File: src/rtl/sar_pkg.sv
`default_nettype none
// ============================================================================
// sar_pkg
// ----------------------------------------------------------------------------
// Shared types and helpers for the successive-approximation ADC controller.
//   sar_state_t         : controller FSM states (IDLE, SETTLE, DECIDE)
//   SAR_WIDTH           : default result / DAC code width
//   settle_cnt_width()  : width of the per-trial settle counter
// Revision: 1.0 - initial release
// ============================================================================
package sar_pkg;

  typedef enum logic [1:0] {
    IDLE   = 2'd0,
    SETTLE = 2'd1,
    DECIDE = 2'd2
  } sar_state_t;

  localparam int SAR_WIDTH = 8;

  // The settle counter must reach SETTLE_CYCLES+SYNC_STAGES-1.
  function automatic int settle_cnt_width(input int settle_cycles, input int sync_stages);
    int w;
    w = $clog2(settle_cycles + sync_stages);
    return (w < 1) ? 1 : w;
  endfunction

endpackage : sar_pkg
`default_nettype wire

File: src/rtl/sar_sync.sv
`default_nettype none
// ============================================================================
// sar_sync
// ----------------------------------------------------------------------------
// Multi-flop synchronizer for an asynchronous single-bit input.
// Ports:
//   clk       : system clock
//   rst       : asynchronous active-high reset, clears every stage to 0
//   async_in  : asynchronous input
//   sync_out  : synchronized output (last stage of the chain)
// Revision: 1.0 - initial release
// ============================================================================
module sar_sync #(
  parameter int STAGES = 2
) (
  input  logic clk,
  input  logic rst,
  input  logic async_in,
  output logic sync_out
);

  logic [STAGES-1:0] chain;

  always_ff @(posedge clk or posedge rst) begin
    if (rst) begin
      chain <= '0;
    end else begin
      chain <= {chain[STAGES-2:0], async_in};
    end
  end

  assign sync_out = chain[STAGES-1];

endmodule : sar_sync
`default_nettype wire

File: src/rtl/sar_adc_ctrl.sv
`default_nettype none
// ============================================================================
// sar_adc_ctrl
// ----------------------------------------------------------------------------
// Successive-approximation controller driving an external R-2R ladder and
// reading back an open-loop OTA used as comparator.
// Ports:
//   clk       : system clock
//   rst       : asynchronous active-high reset
//   start     : conversion request, sampled only in IDLE
//   abort     : synchronous cancel, overrides everything but rst
//   cmp_in    : asynchronous comparator output, 1 = DAC above input
//   dac_code  : current trial code to the ladder
//   busy      : conversion in progress
//   done      : one-cycle pulse when result updates
//   result    : last completed conversion
// Revision: 1.0 - initial release
// ============================================================================
module sar_adc_ctrl
  import sar_pkg::*;
#(
  parameter int WIDTH         = SAR_WIDTH,
  parameter int SETTLE_CYCLES = 4,
  parameter int SYNC_STAGES   = 2
) (
  input  logic             clk,
  input  logic             rst,
  input  logic             start,
  input  logic             abort,
  input  logic             cmp_in,
  output logic [WIDTH-1:0] dac_code,
  output logic             busy,
  output logic             done,
  output logic [WIDTH-1:0] result
);

  localparam int CNT_W = settle_cnt_width(SETTLE_CYCLES, SYNC_STAGES);
  localparam int IDX_W = (WIDTH > 1) ? $clog2(WIDTH) : 1;

  localparam logic [CNT_W-1:0] CNT_LAST = CNT_W'(SETTLE_CYCLES + SYNC_STAGES - 1);
  localparam logic [IDX_W-1:0] IDX_MSB  = IDX_W'(WIDTH - 1);
  localparam logic [WIDTH-1:0] CODE_MSB = WIDTH'(1) << (WIDTH - 1);

  sar_state_t       state;
  logic [IDX_W-1:0] idx;
  logic [CNT_W-1:0] cnt;
  logic             cmp_s;
  logic [IDX_W-1:0] idx_dn;
  logic [WIDTH-1:0] trial_next;

  sar_sync #(
    .STAGES (SYNC_STAGES)
  ) u_cmp_sync (
    .clk      (clk),
    .rst      (rst),
    .async_in (cmp_in),
    .sync_out (cmp_s)
  );

  assign idx_dn = idx - IDX_W'(1);

  // Code after the current bit decision: drop the bit under test if the DAC
  // overshot the input, then raise the next lower bit as the new trial.
  always_comb begin
    trial_next = dac_code;
    if (cmp_s) begin
      trial_next[idx] = 1'b0;
    end
    if (idx != '0) begin
      trial_next[idx_dn] = 1'b1;
    end
  end

  always_ff @(posedge clk or posedge rst) begin
    if (rst) begin
      state    <= IDLE;
      idx      <= IDX_MSB;
      cnt      <= '0;
      dac_code <= '0;
      busy     <= 1'b0;
      done     <= 1'b0;
      result   <= '0;
    end else begin
      done <= 1'b0;
      if (abort) begin
        state    <= IDLE;
        busy     <= 1'b0;
        dac_code <= '0;
      end else begin
        case (state)
          IDLE: begin
            busy <= 1'b0;
            if (start) begin
              state    <= SETTLE;
              dac_code <= CODE_MSB;
              idx      <= IDX_MSB;
              cnt      <= '0;
              busy     <= 1'b1;
            end
          end
          SETTLE: begin
            // Settle window also covers the synchronizer latency.
            cnt <= cnt + CNT_W'(1);
            if (cnt == CNT_LAST) begin
              state <= DECIDE;
            end
          end
          DECIDE: begin
            dac_code <= trial_next;
            if (idx != '0) begin
              idx   <= idx_dn;
              cnt   <= '0;
              state <= SETTLE;
            end else begin
              state  <= IDLE;
              busy   <= 1'b0;
              done   <= 1'b1;
              result <= trial_next;
            end
          end
          default: begin
            state <= IDLE;
            busy  <= 1'b0;
          end
        endcase
      end
    end
  end

endmodule : sar_adc_ctrl
`default_nettype wire

File: config.mk
export PLATFORM = sky130hd
export DESIGN_NAME = sar_adc_ctrl
export DESIGN_NICKNAME = d
export VERILOG_FILES = /design/src/rtl/sar_pkg.sv /design/src/rtl/sar_sync.sv /design/src/rtl/sar_adc_ctrl.sv
export SDC_FILE = /design/constraint.sdc
export NUM_CORES = 1
export LEC_CHECK = 0
export CAP_MARGIN = 40
export CORE_UTILIZATION = 55
export CTS_CLUSTER_SIZE = 10
export DETAILED_ROUTE_END_ITERATION = 6
export GPL_ROUTABILITY_DRIVEN = 0
export GPL_TIMING_DRIVEN = 0
export PLACE_DENSITY = 0.91
export SLEW_MARGIN = 25
export SYNTH_ARGS = -nofsm -noshare
export SYNTH_HDL_FRONTEND = slang
export SYNTH_SLANG_ARGS = --single-unit
export TNS_END_PERCENT = 1
File: constraint.sdc
create_clock -name clk -period 4.2 [get_ports clk]
set_clock_uncertainty 0.1 [all_clocks]
set_input_delay 0.84 -clock clk [delete_from_list [all_inputs] [get_ports clk]]
set_output_delay 0.84 -clock clk [all_outputs]
set_load 0.05 [all_outputs]
==> flow_summary_export.csv, run 1 <==
group,metric,value,unit
outcome,outcome,"completed",
layout,post-route-cell-area,1660,µm²
clock_network,cts-root-buf,"clkbuf_4",
pwr,totalPowerFinal,0.4473,mW
hold_path,worstHoldPathCells,0,
setup_path,worst_setup_path_start_kind,"flop",
timing,period_share,63.71,%
timing,worst_slew_pin_slew,646.0,ps
layout,area.growth.synth_to_final,21.74,%
clock_network,cts-htree-levels,1,
die,io_pins,23,
die,fp-row-count,17,
timing,worst_hold_slack,271.7,ps
route,drt-total-wl,2.936,mm
hold_path,min_from,"u_cmp_sync.chain[0]",
pwr,powerDensity,269.4,nW/µm²
global_route,grt_usage,26.37,%
setup_path,path_cells,"clkbuf_1, inv_1, ha_1, nor2b_1, a211oi_1, a21oi_1, a31oi_1",
setup_path,critPathMaxFanout,10,
yosys,synthDistinctLibCells,30,
yosys,synthTopCellsByCount,"dfrtp_1 (25), nand2_1 (22), o21ai_0 (20)",
route,drt-initial-drc-count,45,
route,wl_met1,1.214,mm
layout,nNetsFinal,183,
global_route,antenna_found_initial,0,
route,ant_nets,0,
clock_network,clk_pin_slew,140,ps
setup_path,r2r_slack,1520,ps
timing,slew_headroom,56.68,%
hold_path,min_to,"u_cmp_sync.chain[1]",
yosys,yosysTopAreaCellShare,45.87,%
place,post_dp_cell_area,1634,µm²
clock_network,cts_setup_buffers,0,
timing,fin_ws,1524,ps
route,drcViolationCount,0,
yosys,synth_edf_count,0,
route,wl_met2,1.441,mm
pwr,p_leak,0.7644,nW
timing,tns,0,ps
yosys,synth_area_per_cell,9.341,µm²
setup_path,path_class,"reg -> reg",
global_route,grt_first_pass_wirelength,5.092,mm
layout,fin_cells,201,
route,dr.pass1.iters,4,
place,dp_hpwl,2.246,mm
setup_path,cp.arrival,2830,ps
timing,setup_viol,0,
place,dp_cells,197,
die,fp.dieH,51.80,µm
yosys,yosysMostFrequentCell,"dfrtp_1",
setup_path,crit_path_end_kind,"flop",
clock_network,cts_tree,"yes",
hold_path,hold_class,"reg -> reg",
yosys,yosysTopAreaCell,"dfrtp_1",
clock_network,hold_buffers,0,
yosys,syn_inst,146,
setup_path,cp_slowest_cell,"a211oi_1",
die,die-area,2683,µm²
place,port_buffers,22,
place,post-place-ws,1527,ps
yosys,yosysSeqAreaShare,51.65,%
die,start_util,59.92,%
clock_network,clk_latency,320,ps
layout,fill_cells,171,
die,core_area,2276,µm²
timing,drv_slew,0,
setup_path,r2r-end,"idx[2]",
global_route,first_global_vias,1180,
yosys,synthTopCellsByArea,"dfrtp_1 (46%), o21ai_0 (7.3%), nand2_1 (6.1%), dfstp_2 (5.8%), ha_1 (3.7%)",
die,die_w,51.80,µm
yosys,postSynthNetCount,155,
setup_path,crit-reg2reg-launch,"idx[0]",
layout,drive_above_1_share,6.936,%
timing,hold_violations,0,
route,viasPerCell,5.960,
yosys,synth_top_flop_cell,"dfrtp_1",
layout,n_antenna_cell,0,
yosys,synth_area,1364,µm²
run,cap_violations,0,
timing,max_freq,0.3737,GHz
yosys,ys.warnings.count,0,
route,met3WireLength,173,µm
route,routedWlPerCell,14.61,µm
setup_path,reg2regPathDepth,7,
route,vias,1198,
clock_network,numCtsBuffers,3,
layout,finish.utilization,72.95,%
setup_path,worstPathRequired,4350,ps
clock_network,clock_sinks,28,
global_route,overflow,0,
clock_network,cts-resized-gates,0,
setup_path,slowest_delay,600,ps
yosys,async_reset_ff_share,100.0,%
timing,grt_setup_unrepaired,"false",
timing,min_period,2676,ps
yosys,synth_seq_cells,28,
clock_network,max-clock-path-buffers,2,
pwr,peakVddDrop,0.0002698,V
global_route,grt_max_degree,16,
route,maxUsedRoutingLayer,"met4",
-- state kept, by name, indices dropped and copies added (netlist names) --
name              flops
idx                   3
state                 2
busy                  1
dac_code              8
cnt                   3
result                8
u_cmp_sync.chain      2
done                  1
-- critical path: cells and delay by family (launching register included) --
| family | cells | cell delay (ps) |
|---|---|---|
| adders and majority gates | 1 | 280 |
| and+or+nand+nor | 1 | 210 |
| DFF | 1 | 570 |
| AOI/OAI and AO/OA | 3 | 940 |
| buffers and inverters | 2 | 520 |
-- how the worst max path moves through the flow --
stage | from | endpoint | cells past startpoint
3_3_place_gp | abort | result[3] | 6
2_1_floorplan | idx[0] | idx[2] | 7
3_5_place_dp | abort | result[6] | 6
5_1_grt | idx[0] | idx[2] | 7
6_report | idx[0] | idx[2] | 7
4_1_cts | idx[0] | idx[2] | 7
-- cell families after synthesis --
logic type,after synthesis,synth area share (%)
mux,3,2.385
compound gates,43,19.63
buf+inv,14,4.220
simple gates,54,18.44
fa+ha+maj,4,3.670
flops,28,51.65
-- cell type report --
class                           instances  area, µm²  area share (%)
Inverter                                9      33.78           2.035
Multi-Input combinational cell        104      601.8           36.25
Buffer                                  5      23.77           1.432
Timing Repair Buffer                   23      235.2           14.17
Tap cell                               28      35.03           2.110
Sequential cell                        28      704.4           42.43
Clock buffer                            4      26.28           1.583
-- placed cells by master (no fill, tap or decap) --
cell type / synthesis / final
nor3b_1: 1 / 1
a22oi_1: 1 / 1
clkbuf_1: 3 / 4
ha_1: 4 / 4
clkbuf_4: 0 / 3
a21o_1: 2 / 2
or3b_4: 1 / 1
a21oi_1: 4 / 4
dfrtp_1: 25 / 25
mux2i_1: 1 / 1
inv_1: 9 / 9
nor2b_1: 3 / 3
dfstp_2: 3 / 3
a32o_1: 1 / 1
buf_2: 1 / 1
a31oi_1: 3 / 3
nor2_1: 11 / 11
o21bai_1: 1 / 1
mux2_2: 2 / 2
nor3_1: 5 / 5
clkdlybuf4s50_1: 0 / 22
nand3_1: 3 / 3
buf_4: 1 / 1
o21ai_0: 20 / 20
a22o_1: 2 / 2
o22ai_1: 1 / 1
a211oi_1: 1 / 1
nand2_1: 22 / 22
or3_1: 1 / 1
o2bb2ai_1: 4 / 4
nand2b_1: 7 / 7
buf_8: 0 / 1
o31ai_1: 3 / 3
-- where the power goes --
group | internal (mW) | leakage [nW] | switching (mW)
combinational | 0.0199 | 0.378 | 0.0312
clock | 0.0372 | 0.0150 | 0.0738
sequential | 0.277 | 0.372 | 0.00790
total | 0.334 | 0.764 | 0.113
-- layer usage --
layer | up-vias | GRT usage [%]
met2 | 50 | 42.64
met4 | 0 | 17.57
li1 | 564 | -
met1 | 571 | 31.72
met5 | - | 0
met3 | 13 | 5.263
Note: power is estimated with default switching activity, not from simulation.
==> run 2, diff against run 1 <==
--- a/config.mk
+++ b/config.mk
@@ -6,12 +6,12 @@
 export NUM_CORES = 1
 export LEC_CHECK = 0
 export CAP_MARGIN = 40
-export CORE_UTILIZATION = 55
+export CORE_UTILIZATION = 47
 export CTS_CLUSTER_SIZE = 10
 export DETAILED_ROUTE_END_ITERATION = 6
 export GPL_ROUTABILITY_DRIVEN = 0
 export GPL_TIMING_DRIVEN = 0
-export PLACE_DENSITY = 0.91
+export PLACE_DENSITY = 0.84
 export SLEW_MARGIN = 25
 export SYNTH_ARGS = -nofsm -noshare
 export SYNTH_HDL_FRONTEND = slang
==> constraint.sdc (replaced) <==
create_clock -name clk -period 2.17 [get_ports clk]
set_clock_uncertainty 0.1 [all_clocks]
set_input_delay 0.434 -clock clk [delete_from_list [all_inputs] [get_ports clk]]
set_output_delay 0.434 -clock clk [all_outputs]
set_load 0.05 [all_outputs]
==> run 2 against run 1 <==
Compared with the run above:
- critical path depth is 6 lower
- utilization down 12 points
- cell area up 0.98%
- first-iteration DRC count is 58% lower
- critical path type is now reg -> out
- power up 94%
- via count fell by 4.6%
==> flow_summary_export.csv, run 2 (synthesis results as in run 1) <==
group,metric,value,unit
pwr,peakVddDrop,0.0003537,V
clock_network,numCtsBuffers,3,
die,core_area,2758,µm²
setup_path,r2r_slack,70,ps
timing,slew_headroom,65.97,%
pwr,powerDensity,516.6,nW/µm²
timing,period_share,96.96,%
clock_network,clk_pin_slew,140,ps
hold_path,hold_class,"in -> async",
die,start_util,49.46,%
layout,layout_common_cells,"dfrtp_1 (25), nand2_1 (22), clkdlybuf4s50_1 (22)",
setup_path,cp_slowest_cell,"clkdlybuf4s50_1",
layout,seqCellArea,704.4,µm²
route,dr.pass1.iters,4,
global_route,overflow,0,
timing,worst_slew_pin_slew,508.9,ps
setup_path,path_buf_inv,1,
setup_path,reg2regPathDepth,6,
clock_network,cts-htree-levels,1,
setup_path,worst_setup_path_start_kind,"flop",
layout,n_antenna_cell,0,
place,dp_hpwl,2.139,mm
outcome,outcome,"completed",
setup_path,slowest_delay,830,ps
clock_network,cts_tree,"yes",
global_route,grt_max_degree,20,
setup_path,r2r-end,"cnt[0]",
pwr,pwr-share-seq,63.5,%
clock_network,max-clock-path-buffers,2,
clock_network,cts_setup_buffers,0,
place,port_buffers,22,
route,drt-initial-drc-count,19,
route,drcViolationCount,0,
layout,drive_above_1_share,8.721,%
setup_path,cp_top_family,"buffers and inverters",
clock_network,hold_buffers,0,
setup_path,critPathMaxFanout,3,
route,routedWlPerCell,13.55,µm
layout,area.growth.synth_to_final,22.94,%
setup_path,worstPathRequired,1640,ps
pwr,p_sw,0.2180,mW
route,ant_nets,0,
setup_path,crit_path_end_kind,"primary output",
global_route,grt_first_pass_wirelength,4.629,mm
timing,hold_violations,0,
layout,nNetsFinal,182,
pwr,p_leak,0.7673,nW
layout,fill_cells,228,
route,vias,1143,
layout,multi_input_area,616.8,µm²
timing,drv_slew,0,
timing,worst_hold_slack,279.3,ps
pwr,internal_power,0.6482,mW
setup_path,path_cells,"clkdlybuf4s50_1",
setup_path,cp.arrival,1570,ps
die,fp.dieH,55.87,µm
global_route,antenna_found_initial,0,
setup_path,crit-reg2reg-launch,"idx[0]",
clock_network,clock_sinks,28,
global_route,first_global_vias,1077,
route,drt-total-wl,2.751,mm
die,die-area,3121,µm²
run,cap_violations,0,
die,fp-row-count,19,
pwr,totalPowerFinal,0.8662,mW
route,viasPerCell,5.631,
layout,final_common_cell,"dfrtp_1",
pwr,power_frac_clock,25.1,%
clock_network,cts-root-buf,"clkbuf_4",
timing,min_period,2104,ps
global_route,grt_usage,18.79,%
die,io_pins,23,
pwr,switching_share,25.17,%
die,die_w,55.87,µm
setup_path,path_class,"reg -> out",
timing,setup_viol,0,
pwr,power_frac_comb,11.4,%
timing,grt_setup_unrepaired,"true",
layout,top_regs,"dac_code: 8 flops, result: 8 flops",
clock_network,clk_latency,310,ps
timing,max_freq,0.4753,GHz
run 2: cell types whose count changed in the layout (fill, tap and decap cells not counted), sizes merged:
cell,previous run,this run
clkbuf,7,6
run 2: worst max-delay path by stage:
stage,from,to,depth (start not counted)
2_1_floorplan,idx[0],idx[2],7
3_3_place_gp,idx[0],idx[2],7
3_5_place_dp,idx[0],idx[2],7
4_1_cts,idx[0],result[5],6
5_1_grt,idx[0],result[5],7
6_report,dac_code[0],dac_code[0],1
run 2: stage by stage:
step                TNS (ps)  setup slack (ps)  std cells  cell area, µm²  utilization (%)
floorplan                  0             12.90        146            1364                -
global placement       -2012            -259.8        199            1623            58.85
detailed placement     -3033            -319.5        200            1638            59.39
CTS                        0             44.70        203            1667            60.44
global route          -20.84            -12.29        203            1677            60.80
finish                     0             66.00        203            1677            60.80
run 2: timing repair:
item,CTS,global route
pin swaps,0,0
resized for setup,2,2
hold endpoints to repair,0,0
endpoints found under the setup margin,15,11
run 2: layout make-up:
type | count | share of cell area (%)
flip-flops and latches | 28 | 42.01
multi-input cells | 104 | 36.79
repair buffers | 23 | 14.03
well taps | 31 | 2.313
inverters | 9 | 2.015
clock buffers | 4 | 1.567
plain buffers | 4 | 1.269
run 2: power by group through the flow:
stage | clock network, mW | logic, mW | registers [mW]
CTS | 0.223 | 0.0991 | 0.550
floorplan | 0 | 0.0535 | 0.568
finish | 0.217 | 0.0989 | 0.550
global route | 0.246 | 0.113 | 0.553
global placement | 0 | 0.0903 | 0.558
detailed placement | 0 | 0.0983 | 0.559
run 2: per-layer routing:
layer / GRT usage (%) / vias up / part of all wire [%]
met1: 22.70 / 553 / 44
met3: 2.791 / 6 / 3.7
met4: 5.226 / 0 / 1.9
met5: 0 / - / 0
li1: - / 555 / -
met2: 34.77 / 29 / 50
run 2: worst reg2reg max path: cells and delay by family, from the launching register on:
kind | cells | cell delay, ps
multiplexers | 1 | 280
adder cells (fa/ha/maj) | 1 | 240
buffers and inverters | 1 | 110
flip-flops | 1 | 670
AND/OR/NAND/NOR | 2 | 340
AO/OA/AOI/OAI | 1 | 260
